===== src/rtl/mac_const.sv =====
// rtl/mac_const.sv - shared constants for the segmented MAC accumulator
package mac_const;

  localparam logic [1:0] MAC_MODE_1X = 2'b00;
  localparam logic [1:0] MAC_MODE_2X = 2'b01;
  localparam logic [1:0] MAC_MODE_4X = 2'b10;

  localparam int MAC_LANES = 4;

  typedef enum logic [1:0] {
    IDLE  = 2'b00,
    ACCUM = 2'b01,
    DONE  = 2'b10
  } mac_state_t;

endpackage


===== src/rtl/mac_seg_adder.sv =====
// rtl/mac_seg_adder.sv - lane-segmented adder with per-lane carry vector
// Saturating lanes when MAC_ACC_SAT_EN is defined.
module mac_seg_adder
  import mac_const::*;
#(
  parameter int MIN_W = 8
) (
  input  logic [4*MIN_W-1:0]     a,
  input  logic [4*MIN_W-1:0]     b,
  input  logic                   cin,
  input  logic [1:0]             mode,
  output logic [4*MIN_W-1:0]     sum,
  output logic [MAC_LANES-1:0]   carry
);

  logic [MAC_LANES-1:0] seg_c;
  logic [MIN_W:0]       seg_tmp;
  logic                 chain;

  // Add one byte segment at a time so the chain can be cut at any lane edge.
  always_comb begin
    sum     = '0;
    seg_c   = '0;
    seg_tmp = '0;
    chain   = cin;
    for (int k = 0; k < MAC_LANES; k++) begin
      seg_tmp = {1'b0, a[k*MIN_W +: MIN_W]} + {1'b0, b[k*MIN_W +: MIN_W]}
              + {{MIN_W{1'b0}}, chain};
      sum[k*MIN_W +: MIN_W] = seg_tmp[MIN_W-1:0];
      seg_c[k] = seg_tmp[MIN_W];
      if (mode == MAC_MODE_4X)
        chain = 1'b0;
      else if (mode == MAC_MODE_2X && k == 1)
        chain = 1'b0;
      else
        chain = seg_c[k];
    end
`ifdef MAC_ACC_SAT_EN
    for (int k = 0; k < MAC_LANES; k++) begin
      if (mode == MAC_MODE_4X) begin
        if (seg_c[k]) sum[k*MIN_W +: MIN_W] = '1;
      end else if (mode == MAC_MODE_2X) begin
        if (seg_c[k | 1]) sum[k*MIN_W +: MIN_W] = '1;
      end else begin
        if (seg_c[3]) sum[k*MIN_W +: MIN_W] = '1;
      end
    end
`endif
  end

  // Reserved mode 11 behaves as a single 32-bit lane.
  always_comb begin
    case (mode)
      MAC_MODE_4X: carry = seg_c;
      MAC_MODE_2X: carry = {2'b00, seg_c[3], seg_c[1]};
      default:     carry = {3'b000, seg_c[3]};
    endcase
  end

endmodule


===== src/rtl/mac_accumulate_seg.sv =====
// rtl/mac_accumulate_seg.sv - segmented MAC accumulator with valid/ready job control
// Optional unsigned lane saturation: MAC_ACC_SAT_EN.
module mac_accumulate_seg
  import mac_const::*;
#(
  parameter int MAC_MIN_WIDTH = 8,
  parameter int MAC_ACC_WIDTH = 4*MAC_MIN_WIDTH,
  parameter int CNT_WIDTH     = 16
) (
  input  logic                     clk,
  input  logic                     rst,
  input  logic                     start,
  input  logic [1:0]               cfg_mode,
  input  logic [CNT_WIDTH-1:0]     len,
  input  logic [MAC_ACC_WIDTH-1:0] init,
  input  logic                     in_valid,
  output logic                     in_ready,
  input  logic [MAC_ACC_WIDTH-1:0] acc_in,
  input  logic                     carry_in,
  output logic                     out_valid,
  input  logic                     out_ready,
  output logic [MAC_ACC_WIDTH-1:0] out,
  output logic [MAC_LANES-1:0]     carry_out,
  output logic                     busy
);

  mac_state_t               state_q, state_d;
  logic [1:0]               mode_q;
  logic [CNT_WIDTH-1:0]     count_q;
  logic [MAC_ACC_WIDTH-1:0] sum_q, add_sum;
  logic [MAC_LANES-1:0]     flags_q, add_carry;
  logic                     beat;

  mac_seg_adder #(.MIN_W(MAC_MIN_WIDTH)) u_adder (
    .a     (sum_q),
    .b     (acc_in),
    .cin   (carry_in),
    .mode  (mode_q),
    .sum   (add_sum),
    .carry (add_carry)
  );

  assign beat = (state_q == ACCUM) && in_valid;

  always_comb begin
    state_d = state_q;
    case (state_q)
      IDLE:    if (start) state_d = (len == '0) ? DONE : ACCUM;
      ACCUM:   if (beat && count_q == CNT_WIDTH'(1)) state_d = DONE;
      DONE:    if (out_ready) state_d = IDLE;
      default: state_d = IDLE;
    endcase
  end

  always_ff @(posedge clk or posedge rst) begin
    if (rst) begin
      state_q <= IDLE;
      mode_q  <= MAC_MODE_1X;
      count_q <= '0;
      sum_q   <= '0;
      flags_q <= '0;
    end else begin
      state_q <= state_d;
      if (state_q == IDLE && start) begin
        mode_q  <= cfg_mode;
        count_q <= len;
        sum_q   <= init;
        flags_q <= '0;
      end else if (beat) begin
        sum_q   <= add_sum;
        flags_q <= flags_q | add_carry;
        count_q <= count_q - CNT_WIDTH'(1);
      end
    end
  end

  // Handshake outputs are pure decodes of the state flop.
  assign in_ready  = (state_q == ACCUM);
  assign out_valid = (state_q == DONE);
  assign busy      = (state_q != IDLE);
  assign out       = sum_q;
  assign carry_out = flags_q;

endmodule


===== config.mk =====
export PLATFORM = sky130hd
export DESIGN_NAME = mac_accumulate_seg
export DESIGN_NICKNAME = d
export VERILOG_FILES = /design/src/rtl/mac_const.sv /design/src/rtl/mac_seg_adder.sv /design/src/rtl/mac_accumulate_seg.sv
export SDC_FILE = /design/constraint.sdc
export NUM_CORES = 1
export LEC_CHECK = 0
export CORE_MARGIN = 10
export CORE_UTILIZATION = 47
export CTS_BUF_LIST = sky130_fd_sc_hd__clkbuf_8 sky130_fd_sc_hd__clkbuf_16
export DETAILED_ROUTE_END_ITERATION = 7
export GPL_ROUTABILITY_DRIVEN = 1
export PLACE_DENSITY = 0.84
export RECOVER_POWER = 25
export SLEW_MARGIN = 20
export SYNTH_ARGS = -nofsm -noshare
export SYNTH_HDL_FRONTEND = slang
export SYNTH_SLANG_ARGS = --single-unit

===== constraint.sdc =====
create_clock -name clk -period 9.5 [get_ports clk]
set_input_delay 2.85 -clock clk [delete_from_list [all_inputs] [get_ports clk]]
set_output_delay 2.85 -clock clk [all_outputs]
set_load 0.03 [all_outputs]

==> results.yml, run 1 <==
critical_path:
  crit_family: "adder cells"
  r2r_setup_slack_ns: 2.43
  reg2regPathDepth: 32
  critPathBufInv: 1
  r2r-start: "out[0]$_DFFE_PP0P_"
  cp.required_ns: 9.67
  path_class: "input pin to flip-flop"
  startpoint_type: "input pin"
  critPathArrivalTime_ns: 9.45
  cpMostUsedCell: "fa_2"
  crit_slowest_cell: "clkdlybuf4s50_1"
  cp-end-kind: "flip-flop"
  worstPathMaxFanout: 3
  crit_path_start: "acc_in[1]"
  slowest_delay_ns: 0.46
  worstReg2RegEnd: "carry_out[1]$_DFFE_PP0P_"
floorplan:
  die_w_um: 112
  dieArea_sq_mm: 0.0125
  ios: 127
  rows: 33
  die_h_um: 112
  core_area_sq_mm: 0.00822
  start_util: 0.481
cells_and_area:
  layout_common_cells: "122 x clkdlybuf4s50_1, 56 x dfrtp_1, 47 x nand2_1, 32 x nor2_1, 31 x o21ai_0"
  final_nets: 707
  mostFrequentLayoutCell: "clkdlybuf4s50_1"
  design_area_sq_mm: 0.00572
  area_growth_pct: 44.9
  antennaDiodeCount: 0
  layout-drive-gt1-share: 0.134
logic_synthesis:
  syn-cell-area_sq_mm: 0.00395
  synth_xor_area_frac: 0.0311
  synth_mux_area_frac: 0.0127
  synth_nets: 567
  async_flop_share: 1.00
  synth_area_leaders: "dfrtp_1 35%, ha_1 10%, nand2_1 4.5%"
  avgSynthCellArea_sq_um: 8.99
  synth_compound_area_frac: 0.228
  yosys_warnings: 0
  synth_top_area_share: 0.355
  synth-adder-area-share: 0.142
  ys_seq_area_frac: 0.355
  synthSimpleGateAreaFrac: 0.193
  ys_seq_elements: 56
  synth-main-ff-cell: "dfrtp_1"
  synth_edf_count: 0
  synth_top_family_by_area: "compound AO/OA/AOI/OAI gates"
  synth_top_area_cell: "dfrtp_1"
  yosysUniqueCellTypes: 52
  syn_inst: 439
place:
  dpl_worst_slack_ns: -0.739
  routabilityCongestion: 0.881
  port-buffer-count: 126
  post_dp_cell_area_sq_mm: 0.00543
  place_hpwl_um: 9420
pwr:
  power_switching_uw: 843
  p_sw_frac: 0.452
  power.density_mw_per_mm2: 326
  vdd_drop_max_uv: 179
  combPwrFrac: 0.658
  internal-power_uw: 1020
  power_leakage_uw: 0.00244
  clkPwrFrac: 0.093
  p_seq_frac: 0.250
  power.total_uw: 1860
grt:
  globalRouteOverflowTotal: 0
  grtUsageTotal: 0.195
  grt_pass1_wl_um: 20700
  antenna_found_initial: 0
  grt_pass1_vias: 4203
  grt_max_degree: 57
route:
  drc_errors: 0
  drt_iter0_markers: 163
  vias: 3990
  drt_wl_total_um: 12700
  routedWlPerCell_um: 18.6
  drtAntennaViolNets: 0
  avgViaCountPerCell: 5.82
  dr.pass1.iters: 4
clock_tree:
  clock-sinks: 56
  clkTransAtPathRegs_ns: 0.11
  cts_tree: "yes"
  cts-root-buf: "clkbuf_8"
  cts-htree-levels: 2
  cts_made_buffers: 5
  clk_path_buf_depth: 2
  hold_buffers: 0
  clkLatencyLatePin_ns: 0.31
hold_path:
  min_to: "count_q[6]$_DFFE_PP0P_"
  hold_start: "count_q[6]$_DFFE_PP0P_"
  min_path_cells: 1
  hold_class: "flip-flop to flip-flop"
timing:
  fmax_mhz: 108
  holdWs_ns: 0.518
  tightest_slew_ns: 3.18
  finalWorstSetupSlack_ns: 0.218
  slew_headroom: -1.12
  setup_viol: 0
  fin_skew_ns: 0.0103
  fin_crit_sh: 0.977
  hold_violations: 0
  slew_viol_final: 57
  period_needed_ns: 9.28
job:
  cap_violations: 1
status:
  outcome: "complete, but fails checks"
  violations: "capacitance limit, slew limit"
routing by layer:
layer  part of all wire  track usage  wire length, um  up-vias
met5                  0            0                0        -
met4              0.012       0.0428              157        0
met3              0.068       0.0548              869       12
met2               0.50        0.338             6380      152
met1               0.42        0.234             5320     1932
li1                   -            -                -     1894
worst max path at each step:
stage | end | slack, ns | cells past startpoint
after floorplan | carry_out[0]$_DFFE_PP0P_ | 0.17 | 32
after global placement | carry_out[0]$_DFFE_PP0P_ | -0.39 | 33
after detailed placement | carry_out[0]$_DFFE_PP0P_ | -0.74 | 33
after CTS | carry_out[0]$_DFFE_PP0P_ | 0.04 | 33
after global routing | carry_out[1]$_DFFE_PP0P_ | -0.03 | 33
final | carry_out[1]$_DFFE_PP0P_ | 0.22 | 30
timing repair:
| item | in CTS | in global routing |
|---|---|---|
| buffers inserted | 0 | 7 |
| pin swaps | 2 | 25 |
| resized for setup | 9 | 28 |
| setup endpoints to repair | 4 | 4 |
worst register-to-register path, delay by kind of cell (launching register included):
family,cells,cell delay (ns)
fa+ha+maj,8,3.14
compound gates,14,2.42
simple gates,8,0.86
flops,1,0.41
buf+inv,2,0.15
power by group through the flow:
stage | Combinational [uW] | Clock (uW) | Sequential, uW
final | 1230 | 173 | 465
after detailed placement | 1130 | 0 | 462
after CTS | 1150 | 178 | 460
after global routing | 1350 | 185 | 482
after floorplan | 593 | 0 | 590
after global placement | 1090 | 0 | 454
cell usage after synthesis, types with 9 or more instances:
library cell and n:
xnor2_1 9, nor2_1 34, inv_1 20, dfrtp_1 56, nand2_1 47, a21o_1 9, clkbuf_1 17, ha_1 32
a21oi_1 21, nand3_1 16, a22oi_1 17, o21ai_0 34
through the flow:
stage,setup TNS (ns),util,std cells
final,0,0.696,685
after global routing,-0.0601,0.696,685
after CTS,0,0.679,678
after detailed placement,-2.66,0.660,670
after global placement,-1.21,0.660,670
after floorplan,0,-,439
state kept, by name, indices dropped and copies added, names as in the netlist:
name / flops
out: 32
count_q: 16
mode_q: 2
state_q: 2
carry_out: 4
logic make-up after synthesis:
kind of cell,count (synthesis)
buffers and inverters,40
XOR/XNOR,14
AO/OA/AOI/OAI,133
adder cells (fa/ha/maj),40
AND/OR/NAND/NOR,151
multiplexers,5
flip-flops,56
cell type report:
type,count,area [sq um]
Inverter,20,75.1
Fill cell,665,2500
Clock inverter,1,30.0
Clock buffer,7,96.3
Timing Repair Buffer,153,1460
Sequential cell,56,1400
Tap cell,105,131
Multi-Input combinational cell,343,2530
No activity file was read; power rests on OpenSTA's default activity.
==> run 2, diff against run 1 <==
==> constraint.sdc (replaced) <==
create_clock -name clk -period 10.1 [get_ports clk]
set_input_delay 3.03 -clock clk [delete_from_list [all_inputs] [get_ports clk]]
set_output_delay 3.03 -clock clk [all_outputs]
set_load 0.03 [all_outputs]
==> run 2 against run 1 <==
The run still ends with capacitance limit, slew limit left. Setup slack gained 0.20 ns. Combinational power decreased by 13%. Die area is the same. Highest routed layer unchanged. Critical path type unchanged. Register-to-register slack better by 0.73 ns. Sequential power is 7.1% lower. First-iteration DRC count up 4.9%. Hold slack better by 0.013 ns. Cell count is 1.9% lower. Cell area down 4.0%.
==> results.yml, run 2 (same netlist as run 1, synthesis figures left out) <==
clock_tree:
  cts_made_buffers: 5
  post_cts.repair.setup_buffers: 0
  hold_buffers: 0
  cts_tree: "yes"
  clkTransAtPathRegs_ns: 0.10
  clkLatencyLatePin_ns: 0.31
  cts-htree-levels: 2
  cts-root-buf: "clkbuf_8"
  clk_path_buf_depth: 2
  clock-sinks: 56
route:
  routedWlPerCell_um: 18.4
  drt_wl_total_um: 12400
  drtAntennaViolNets: 0
  dr.pass1.iters: 4
  vias: 3894
  drc_errors: 0
  avgViaCountPerCell: 5.79
  drt_iter0_markers: 171
critical_path:
  cpMostUsedCell: "fa_1"
  startpoint_type: "input pin"
  r2r-start: "out[0]$_DFFE_PP0P_"
  worstPathMaxFanout: 3
  slowest_delay_ns: 0.42
  worstReg2RegEnd: "carry_out[0]$_DFFE_PP0P_"
  crit_slowest_cell: "fa_1"
  path_class: "input pin to flip-flop"
  critPathArrivalTime_ns: 9.86
  cp.required_ns: 10.28
  reg2regPathDepth: 32
  r2r_setup_slack_ns: 3.16
  cp-end-kind: "flip-flop"
hold_path:
  hold_class: "flip-flop to flip-flop"
  hold_start: "count_q[6]$_DFFE_PP0P_"
  min_to: "count_q[6]$_DFFE_PP0P_"
  min_path_cells: 1
grt:
  grt_pass1_wl_um: 20300
  grt_max_degree: 57
  grtUsageTotal: 0.190
  antenna_found_initial: 0
  grt_pass1_vias: 4099
  globalRouteOverflowTotal: 0
floorplan:
  start_util: 0.481
  ios: 127
  die_w_um: 112
  core_area_sq_mm: 0.00822
  die_h_um: 112
  dieArea_sq_mm: 0.0125
  rows: 33
cells_and_area:
  final_nets: 694
  layout-drive-gt1-share: 0.0723
  area_growth_pct: 39.0
  antennaDiodeCount: 0
  mostFrequentLayoutCell: "clkdlybuf4s50_1"
  final_core_util: 0.668
  design_area_sq_mm: 0.00549
  layout_common_cells: "125 x clkdlybuf4s50_1, 56 x dfrtp_1, 47 x nand2_1, 33 x o21ai_0"
  largest_reg_flops: 32
place:
  port-buffer-count: 126
  post_dp_cell_area_sq_mm: 0.00538
  place_hpwl_um: 9380
  routabilityCongestion: 0.874
pwr:
  vdd_drop_max_uv: 165
  power.density_mw_per_mm2: 297
  power.total_uw: 1630
  power_leakage_uw: 0.00234
timing:
  holdWs_ns: 0.531
  hold_violations: 0
  slew_viol_final: 57
  period_needed_ns: 9.68
  setup_viol: 0
  fin_skew_ns: 0.0128
  slew_headroom: -1.11
  fmax_mhz: 103
  fin_crit_sh: 0.958
  tightest_slew_ns: 3.16
status:
  violations: "capacitance limit, slew limit"
  outcome: "complete, but fails checks"
job:
  cap_violations: 1
==> run 2: how the worst max path moves through the flow <==
stage                                    end      start  slack, ns  cells past startpoint
floorplan           carry_out[0]$_DFFE_PP0P_  acc_in[0]       0.59                     32
global placement    carry_out[0]$_DFFE_PP0P_  acc_in[0]       0.03                     33
detailed placement  carry_out[0]$_DFFE_PP0P_   carry_in      -0.31                     33
CTS                 carry_out[0]$_DFFE_PP0P_   carry_in       0.04                     33
global route        carry_out[0]$_DFFE_PP0P_  acc_in[0]     -0.002                     33
finish              carry_out[0]$_DFFE_PP0P_   carry_in       0.42                     33
==> run 2: critical path: cells and delay by family <==
kind,cells,cell delay [ns]
compound gates,14,2.50
buf+inv,3,0.56
simple gates,8,0.84
fa+ha+maj,8,2.91
==> run 2: power breakdown <==
part	internal [uW]	total [uW]	switching (uW)
clock network	54.3	127	73.0
registers	332	432	100
logic	488	1070	585
==> run 2: area by class of cell <==
type / instances / area, sq um
fill: 669 / 2730
inverter: 20 / 75.1
clock buffer: 6 / 82.6
multi-input combinational: 343 / 2430
tap: 105 / 131
sequential: 56 / 1400
clock inverter: 2 / 7.51
timing repair buffer: 140 / 1360
==> run 2: metal layers <==
layer,track usage,wire [um]
met1,0.233,5270
met2,0.324,6160
met3,0.0531,842
met4,0.0394,95
met5,0,0
==> run 2: timing repair <==
item                                    CTS  global route
pin swaps                                 0             3
resized for setup                         1             7
endpoints found under the hold margin     0             0
endpoints found under the setup margin    1             4
==> run 2: stage by stage <==
step	TNS [ns]	std cells	setup slack, ns
3_5_place_dp	-0.697	664	-0.308
5_1_grt	-0.00151	672	-0.00151
3_3_place_gp	0	664	0.0310
2_1_floorplan	0	439	0.586
4_1_cts	0	672	0.0398
6_report	0	672	0.419
